$ cat config.mk
export PLATFORM = sky130hd
export DESIGN_NAME = l1_l2_write_buffer
export DESIGN_NICKNAME = d
export VERILOG_FILES = /design/src/rtl/l1_l2_write_buffer.sv
export SDC_FILE = /design/constraint.sdc
export NUM_CORES = 1
export LEC_CHECK = 0
export CAP_MARGIN = 20
export CORE_AREA = 2 2 163 165
export CTS_CLUSTER_DIAMETER = 150
export DETAILED_ROUTE_END_ITERATION = 10
export DIE_AREA = 0 0 165 167
export GPL_TIMING_DRIVEN = 1
export HOLD_SLACK_MARGIN = 0.15
export PLACE_DENSITY_LB_ADDON = 0.12
export SLEW_MARGIN = 0
export SYNTH_ARGS = -nofsm -noshare
export SYNTH_HDL_FRONTEND = slang
export SYNTH_SLANG_ARGS = --single-unit
$ cat constraint.sdc
create_clock -name clk -period 5.5 [get_ports clk]
set_input_delay 1.375 -clock clk [delete_from_list [all_inputs] [get_ports clk]]
set_output_delay 1.375 -clock clk [all_outputs]
set_load 0.005 [all_outputs]
$ cat src/rtl/l1_l2_write_buffer.sv
// rtl/l1_l2_write_buffer.sv - L1-to-L2 block write buffer with read forwarding.
// Optional write coalescing into non-draining entries: define WB_COALESCE_EN.
module l1_l2_write_buffer #(
   parameter int DEPTH = 4
) (
   input  logic        clk,
   input  logic        rst_n,
   input  logic        u_request,
   input  logic        u_we,
   input  logic [5:0]  u_addr,
   input  logic [31:0] u_din,
   output logic        u_ready,
   output logic [31:0] u_dout,
   output logic        d_request,
   output logic        d_we,
   output logic [5:0]  d_addr,
   output logic [31:0] d_din,
   input  logic        d_ready,
   input  logic [31:0] d_dout
);
   localparam int PW = $clog2(DEPTH);
   localparam int CW = PW + 1;

   typedef enum logic [1:0] {D_IDLE, D_DRAIN, D_READ} d_state_t;
   typedef enum logic {U_IDLE, U_MISS} u_state_t;

   d_state_t d_state;
   u_state_t u_state;

   logic [5:0]       mem_addr [DEPTH];
   logic [31:0]      mem_data [DEPTH];
   logic [DEPTH-1:0] mem_valid;
   logic [PW-1:0]    head, tail, scan_idx;
   logic [CW-1:0]    count;

   logic        new_req, full, pop, push, wr_accept, wr_coalesce, miss_now;
   logic        rd_hit;
   logic [31:0] rd_data;
`ifdef WB_COALESCE_EN
   logic          co_hit;
   logic [PW-1:0] co_idx;
`endif

   // L1 holds its request through the u_ready cycle, so that cycle is never re-sampled.
   assign new_req = (u_state == U_IDLE) && u_request && !u_ready;
   assign full    = (count == CW'(DEPTH));
   assign pop     = (d_state == D_DRAIN) && d_ready;

   // Scan oldest to youngest so the last match found is the youngest copy.
   always_comb begin
      rd_hit   = 1'b0;
      rd_data  = '0;
      scan_idx = head;
`ifdef WB_COALESCE_EN
      co_hit   = 1'b0;
      co_idx   = head;
`endif
      for (int i = 0; i < DEPTH; i++) begin
         scan_idx = head + PW'(i);
         if (mem_valid[scan_idx] && (mem_addr[scan_idx] == u_addr)) begin
            rd_hit  = 1'b1;
            rd_data = mem_data[scan_idx];
`ifdef WB_COALESCE_EN
            if ((i != 0) || (d_state != D_DRAIN)) begin
               co_hit = 1'b1;
               co_idx = scan_idx;
            end
`endif
         end
      end
   end

`ifdef WB_COALESCE_EN
   assign wr_coalesce = co_hit;
`else
   assign wr_coalesce = 1'b0;
`endif

   // A stalled write at full may complete on the same edge that frees the head.
   assign wr_accept = new_req && u_we && (wr_coalesce || !full || pop);
   assign push      = wr_accept && !wr_coalesce;
   assign miss_now  = new_req && !u_we && !rd_hit;

   always_ff @(posedge clk or negedge rst_n) begin
      if (!rst_n) begin
         head      <= '0;
         tail      <= '0;
         count     <= '0;
         mem_valid <= '0;
         for (int i = 0; i < DEPTH; i++) begin
            mem_addr[i] <= '0;
            mem_data[i] <= '0;
         end
         u_state   <= U_IDLE;
         u_ready   <= 1'b0;
         u_dout    <= '0;
      end else begin
         u_ready <= 1'b0;
         if (pop) begin
            mem_valid[head] <= 1'b0;
            head            <= head + PW'(1);
         end
         if (push) begin
            mem_addr[tail]  <= u_addr;
            mem_data[tail]  <= u_din;
            mem_valid[tail] <= 1'b1;
            tail            <= tail + PW'(1);
         end
`ifdef WB_COALESCE_EN
         if (wr_accept && wr_coalesce) begin
            mem_data[co_idx] <= u_din;
         end
`endif
         if (push && !pop) begin
            count <= count + CW'(1);
         end else if (pop && !push) begin
            count <= count - CW'(1);
         end
         case (u_state)
            U_IDLE: begin
               if (wr_accept) begin
                  u_ready <= 1'b1;
               end else if (new_req && !u_we) begin
                  if (rd_hit) begin
                     u_dout  <= rd_data;
                     u_ready <= 1'b1;
                  end else begin
                     u_state <= U_MISS;
                  end
               end
            end
            U_MISS: begin
               if ((d_state == D_READ) && d_ready) begin
                  u_dout  <= d_dout;
                  u_ready <= 1'b1;
                  u_state <= U_IDLE;
               end
            end
            default: u_state <= U_IDLE;
         endcase
      end
   end

   // Downstream port: a pending read miss always wins over draining.
   always_ff @(posedge clk or negedge rst_n) begin
      if (!rst_n) begin
         d_state   <= D_IDLE;
         d_request <= 1'b0;
         d_we      <= 1'b0;
         d_addr    <= '0;
         d_din     <= '0;
      end else begin
         case (d_state)
            D_IDLE: begin
               if (miss_now || (u_state == U_MISS)) begin
                  d_state   <= D_READ;
                  d_request <= 1'b1;
                  d_we      <= 1'b0;
                  d_addr    <= u_addr;
                  d_din     <= '0;
               end else if (count != '0) begin
                  d_state   <= D_DRAIN;
                  d_request <= 1'b1;
                  d_we      <= 1'b1;
                  d_addr    <= mem_addr[head];
                  d_din     <= mem_data[head];
               end
            end
            D_DRAIN: begin
               if (d_ready) begin
                  d_state   <= D_IDLE;
                  d_request <= 1'b0;
                  d_we      <= 1'b0;
               end
            end
            D_READ: begin
               if (d_ready) begin
                  d_state   <= D_IDLE;
                  d_request <= 1'b0;
               end
            end
            default: d_state <= D_IDLE;
         endcase
      end
   end
endmodule

### After elaboration in Yosys (flattened, before gate mapping)

Index checks and enable logic that the tools add are counted.

| storage, ports and cells | value |
|---|---|
| register bits after elaboration | 239 |
| logic and storage cells | 182 |

| operators by class | value |
|---|---|
| $add $sub $neg | 6 |
| magnitude comparators | 13 |
| equal/unequal tests | 14 |
| muxes and demuxes | 83 |
| bitwise operators | 9 |
| reductions and logical operators | 37 |

Operator list:

| operator | number |
|---|---|
| 32-bit 2-to-1 mux | 19 |
| 32-bit binary-select mux with 2-bit select | 4 |
| 128-bit bitwise mux | 1 |
| 6-bit 2-to-1 mux | 11 |
| 32-bit demux with 2-bit select | 1 |
| 32-bit case mux with 2 select lines | 1 |
| 6-bit binary-select mux with 2-bit select | 4 |
| 24-bit bitwise mux | 1 |
| 6-bit equality test | 4 |
| 1-bit 2-to-1 mux | 22 |
| 1-bit logical AND | 17 |
| 3-bit >= comparator, second input constant | 5 |
| 2-bit by 3-bit < comparator with 1-bit output, second input constant | 5 |
| 2-bit inverter with 3-bit output | 5 |
| 6-bit demux with 2-bit select | 1 |
| 1-bit binary-select mux with 2-bit select | 4 |
| 4-bit 2-to-1 mux | 2 |
| 1-bit case mux with 2 select lines | 4 |
| 2-bit nonzero test | 4 |
| 1-bit zero test | 6 |
| 2-bit 2-to-1 mux | 3 |
| 3-bit 2-to-1 mux | 2 |
| 2-bit by 1-bit != test with 1-bit output, second input constant | 3 |
| 2-bit != test, second input constant | 3 |
| 23 further kinds | 30 |

### Logic depth before layout (Yosys ltp)

| logic depth | value |
|---|---|
| depth after elaboration | 15 |
| gate-level depth with buffers | 18 |
| mapped depth without buffers | 10 |

### Worst setup path before layout

OpenSTA, ideal clock, no wires.

| path | value |
|---|---|
| path kind | register to register |
| start | register head[0] |
| end | register u_dout[0] |
| setup time | 125 ps |
| data arrival time | 3,677 ps |
| required time | 5,375 ps |
| slack | 1,699 ps |
| stages on the path, launching flop included | 15 |
| buffers on the path | 8 |
| period minus slack after synthesis | 3,801 ps |
| cell sequence | dfrtp_1 -> buf_6 -> buf_6 -> buf_4 -> inv_1 -> ha_1 -> clkbuf_1 -> buf_2 -> buf_2 -> clkbuf_1 -> clkbuf_1 -> mux4_2 -> a221oi_1 -> o22ai_1 -> mux2_2 |

| on the way | value |
|---|---|
| elaborated cells between the ends (all ways) | 61 |

RTL lines:

| item | RTL line | source |
|---|---|---|
| start: declaration | 33 | `logic [PW-1:0] head, tail, scan_idx;` |
| start signal: assignment | 101 | `head <= head + PW'(1);` |
| 2-bit adder (*) | 59 | `scan_idx = head + PW'(i);` |
| net scan_idx[0] | 33 |  |
| 2-bit inverter with 3-bit output (implied by the code) | 60, 62 |  |
| 6-bit binary-select mux with 2-bit select | 60 | `if (mem_valid[scan_idx] && (mem_addr[scan_idx] == u_addr)) begin` |
| 6-bit 2-to-1 mux (implied by the code) (2 in series) | 60 |  |
| 6-bit equality test | 60 |  |
| 1-bit logical AND | 60 |  |
| 32-bit 2-to-1 mux | 60 |  |
| 32-bit 2-to-1 mux | 124 | `if (rd_hit) begin` |
| 32-bit 2-to-1 mux | 123 | `end else if (new_req && !u_we) begin` |
| 32-bit 2-to-1 mux | 121 | `if (wr_accept) begin` |
| 32-bit case mux with 2 select lines | 119 | `case (u_state)` |
| end signal: assignment | 125 | `u_dout <= rd_data;` |
| end signal: assignment | 134 | `u_dout <= d_dout;` |
| end: declaration | 13 | `output logic [31:0] u_dout,` |

The timed path passes the listed nets; every way through them passes the cells marked *. The select of a mux whose other input is x is not followed.
A chain may end at the register's enable or synchronous reset.

### Final worst setup path

| path | value |
|---|---|
| start | register head[0] |
| end | register d_din[17] |

| on the way | value |
|---|---|
| elaborated cells between the ends (all ways) | 49 |

RTL lines:

| item | RTL line | source |
|---|---|---|
| 2-bit adder (*) | 59 |  |
| net scan_idx[0] | 33 |  |
| 2-bit inverter with 3-bit output (implied by the code) | 60 |  |
| 6-bit binary-select mux with 2-bit select | 60 |  |
| 6-bit 2-to-1 mux (implied by the code) (2 in series) | 60 |  |
| 6-bit equality test | 60 |  |
| 1-bit logical AND (*) | 60 |  |
| 1-bit 2-to-1 mux (*) | 60 |  |
| 1-bit zero test (*) | 82 | `assign miss_now = new_req && !u_we && !rd_hit;` |
| 1-bit logical AND (*) | 82 |  |
| 1-bit logical OR (*) | 155 | `if (miss_now \|\| (u_state == U_MISS)) begin` |
| 2-bit nonzero test (no source line) | -- |  |
| 2-bit AND reduction (no source line) | -- |  |
| end signal: assignment | 166 | `d_din <= mem_data[head];` |
| end: declaration | 17 | `output logic [31:0] d_din,` |

Marked as above.

==> impl_metrics.yaml <==
floorplanning:
  die_h_um: 167
  start_util_pct: 56.4
  ioPinCount: 148
  core_region_area_um2: 25800
  dieWidth_um: 165
  row_count: 59
  total_die_area_um2: 27600
setup_path:
  setup.worst_path.class: "reg -> reg"
  crit-reg2reg-capture: "d_din[17]"
  worstPathMaxFanout: 43
  worst-endpoint-required_ns: 5.96
  cp-end-kind: "flip-flop"
  worst_path_dominant_cell_family: "compound AO/OA/AOI/OAI gates"
  crit-reg2reg-launch: "head[0]"
  worst-path-buf-inv: 3
  arrival_ns: 4.94
  crit_path_top_delay_cell: "sky130_fd_sc_hd__ha_4"
  cp_slowest_stage_delay_ns: 0.77
  r2r_slack_ns: 1.02
  critical_path.startpoint: "head[0]"
  reg2reg_depth: 12
  start_kind: "flip-flop"
  crit_path_cell_trace: "inv_1 -> ha_4 -> mux4_2 -> xnor2_1 -> nand4_1 -> nor3_4 -> buf_4 -> nor2_1 -> a41o_1 -> o21ai_4 -> buf_12 -> o2bb2ai_2"
clocking:
  cts_tree: "done"
  clk_pin_slew_worst_paths_ns: 0.06
  cts-hold-fix-buffers: 0
  clkSinkCount: 239
  maximum_number_of_buffers_from_clock_root_to_sink: 3
  cts_resized: 0
  tritoncts.num_buffers: 28
  clock_tree.root_cell: "sky130_fd_sc_hd__clkbuf_16"
  worstSkewPairLatency_ns: 0.54
  post_cts_setup_buffers: 0
  cts_max_level: 1
yosys:
  synth_cell_types: 48
  synth.top_cells.by_area: "sky130_fd_sc_hd__dfrtp_1, sky130_fd_sc_hd__mux2_2, sky130_fd_sc_hd__mux4_2"
  synthesis.area_um2: 14500
  synth_nets: 1270
  average_instance_area_after_synthesis_um2: 12.3
  yosysWarnings: 0
  postSynthCellCount: 1181
  async_flop_share_pct: 100
  netlist.top_cell.by_area: "sky130_fd_sc_hd__dfrtp_1"
  synth_sequential_area_ratio_pct: 41.2
  yosysTopAreaCellShare_pct: 41.2
  synth-edff-count: 0
  ys_seq_elements: 239
  ys.flop_type: "sky130_fd_sc_hd__dfrtp_1"
pwr:
  vdd.ir_drop.worst_uv: 302
  cellLeakagePower_uw: 0.00744
  p_per_area_nw_per_um2: 652
timing:
  finalCriticalPeriod_ns: 4.48
  hold_viol_final: 0
  setup_tns_ns: 0
  timing.clock.skew_ns: 0.00950
  final.period_utilization_pct: 81.5
  holdWs_ns: 0.494
  setup_violations: 0
  worst_pin_slew_ns: 0.870
  setup_repair_after_global_routing_missed_its_margin: "false"
  timing.max_slew.rel_slack_pct: 42.0
  fmax_mhz: 223
  final_worst_setup_slack_ns: 1.02
  timing_max_transition_violations_final: 0
finish:
  fill_cells: 1937
  drive_above_1_share_pct: 32.5
  number_of_nets_in_the_layout: 1375
  area.growth.synth_to_final_pct: 19.2
  mostFrequentLayoutCell: "sky130_fd_sc_hd__dfrtp_1"
  register_area_um2: 5990
  final_cell_mix: "sky130_fd_sc_hd__dfrtp_1, sky130_fd_sc_hd__mux2_2, sky130_fd_sc_hd__clkdlybuf4s50_1, sky130_fd_sc_hd__mux4_2, sky130_fd_sc_hd__nand2_1"
  multi_input_area_um2: 8080
place:
  dp_hpwl_um: 22900
  buffer_ports.inserted: 147
  worst_slack_after_detailed_placement_ns: 0.736
  finalWeightedCongestion: 0.832
worst_hold_path:
  timing.hold.worst.class: "reg -> reg"
  worst_hold_path.num_cells: 1
  worst_hold_path.endpoint: "d_addr[4]"
  worst_hold_startpoint: "d_addr[4]"
drt:
  routed_wire_length_per_instance_um: 22.4
  first_pass_iters: 5
  route.antenna.remaining_nets: 0
  totalWireLength_um: 36700
  drc: 0
  dr_total_vias: 10400
  routed_via_density: 6.33
  initialDrtViolationCount: 720
global_route:
  grt.total_usage_pct: 27.4
  grt_start_max_net_pins: 130
  grt.overflow.total: 0
  grt_first_pass_wirelength_um: 59400
  grt_pass1_vias: 10700
  antenna_found_initial: 1
job:
  cap_viol_max_count: 0
status:
  outcome: "finished, final reports clean"
kinds of logic after synthesis:
family / share of synthesized area [%]
and+or+nand+nor: 6.35
xor gates and xnor gates: 2.59
DFF: 41.2
AOI/OAI and AO/OA: 10.4
muxes: 34.7
adders and majority gates: 1.26
buffers and inverters: 3.57
cells in the mapped netlist, drive strengths merged, types with 32 or more instances:
master / n
nand2: 83
nor2: 43
buf: 46
o22ai: 34
clkbuf: 60
nor2b: 36
mux2i: 77
o2bb2ai: 33
mux2: 219
o21ai: 71
a221oi: 32
mux4: 80
dfrtp: 239
per-stage QoR:
stage	cells	util [%]	power [uW]	cell area [um^2]
after floorplan	1181	-	7640	14500
after global placement	1589	63.2	9120	16300
after detailed placement	1589	63.2	9280	16300
after CTS	1637	67.0	11300	17300
after global routing	1639	67.2	12000	17300
final	1640	67.2	11300	17300
layer usage:
metal,vias to the layer above,global-route usage [%],part of all wire (%)
met5,-,0,0
met4,0,6.65,1.9
met3,54,3.74,5.4
met2,315,45.5,50
met1,5375,38.2,42
li1,4638,-,-
flip-flops by register name, indices dropped and copies added, names as in the netlist:
register	cells
tail	2
d_state	2
mem_valid	4
head	2
u_dout	32
u_ready	1
d_request	1
count	3
d_we	1
mem_data	128
d_addr	6
d_din	32
u_state	1
mem_addr	24
layout make-up:
cell class	count	area share, %
Antenna cell	1	0.0144
Clock buffer	40	4.83
Clock inverter	8	0.824
Inverter	11	0.238
Multi-Input combinational cell	825	46.6
Sequential cell	239	34.6
Tap cell	335	2.42
Timing Repair Buffer	181	10.4
how the worst max path moves through the flow:
stage | to | slack (ns) | cells past startpoint
global route | d_din[14] | 0.73 | 12
global placement | u_dout[1] | 0.76 | 10
CTS | d_din[13] | 1.02 | 12
detailed placement | u_dout[0] | 0.74 | 10
finish | d_din[17] | 1.02 | 12
floorplan | u_dout[0] | 1.70 | 14
where the power goes:
group / switching [uW] / internal, uW / leakage [uW]
Sequential: 815 / 2590 / 0.00301
Clock: 730 / 1230 / 0.000481
Combinational: 2710 / 3220 / 0.00394
No activity file was read; power rests on OpenSTA's default activity.
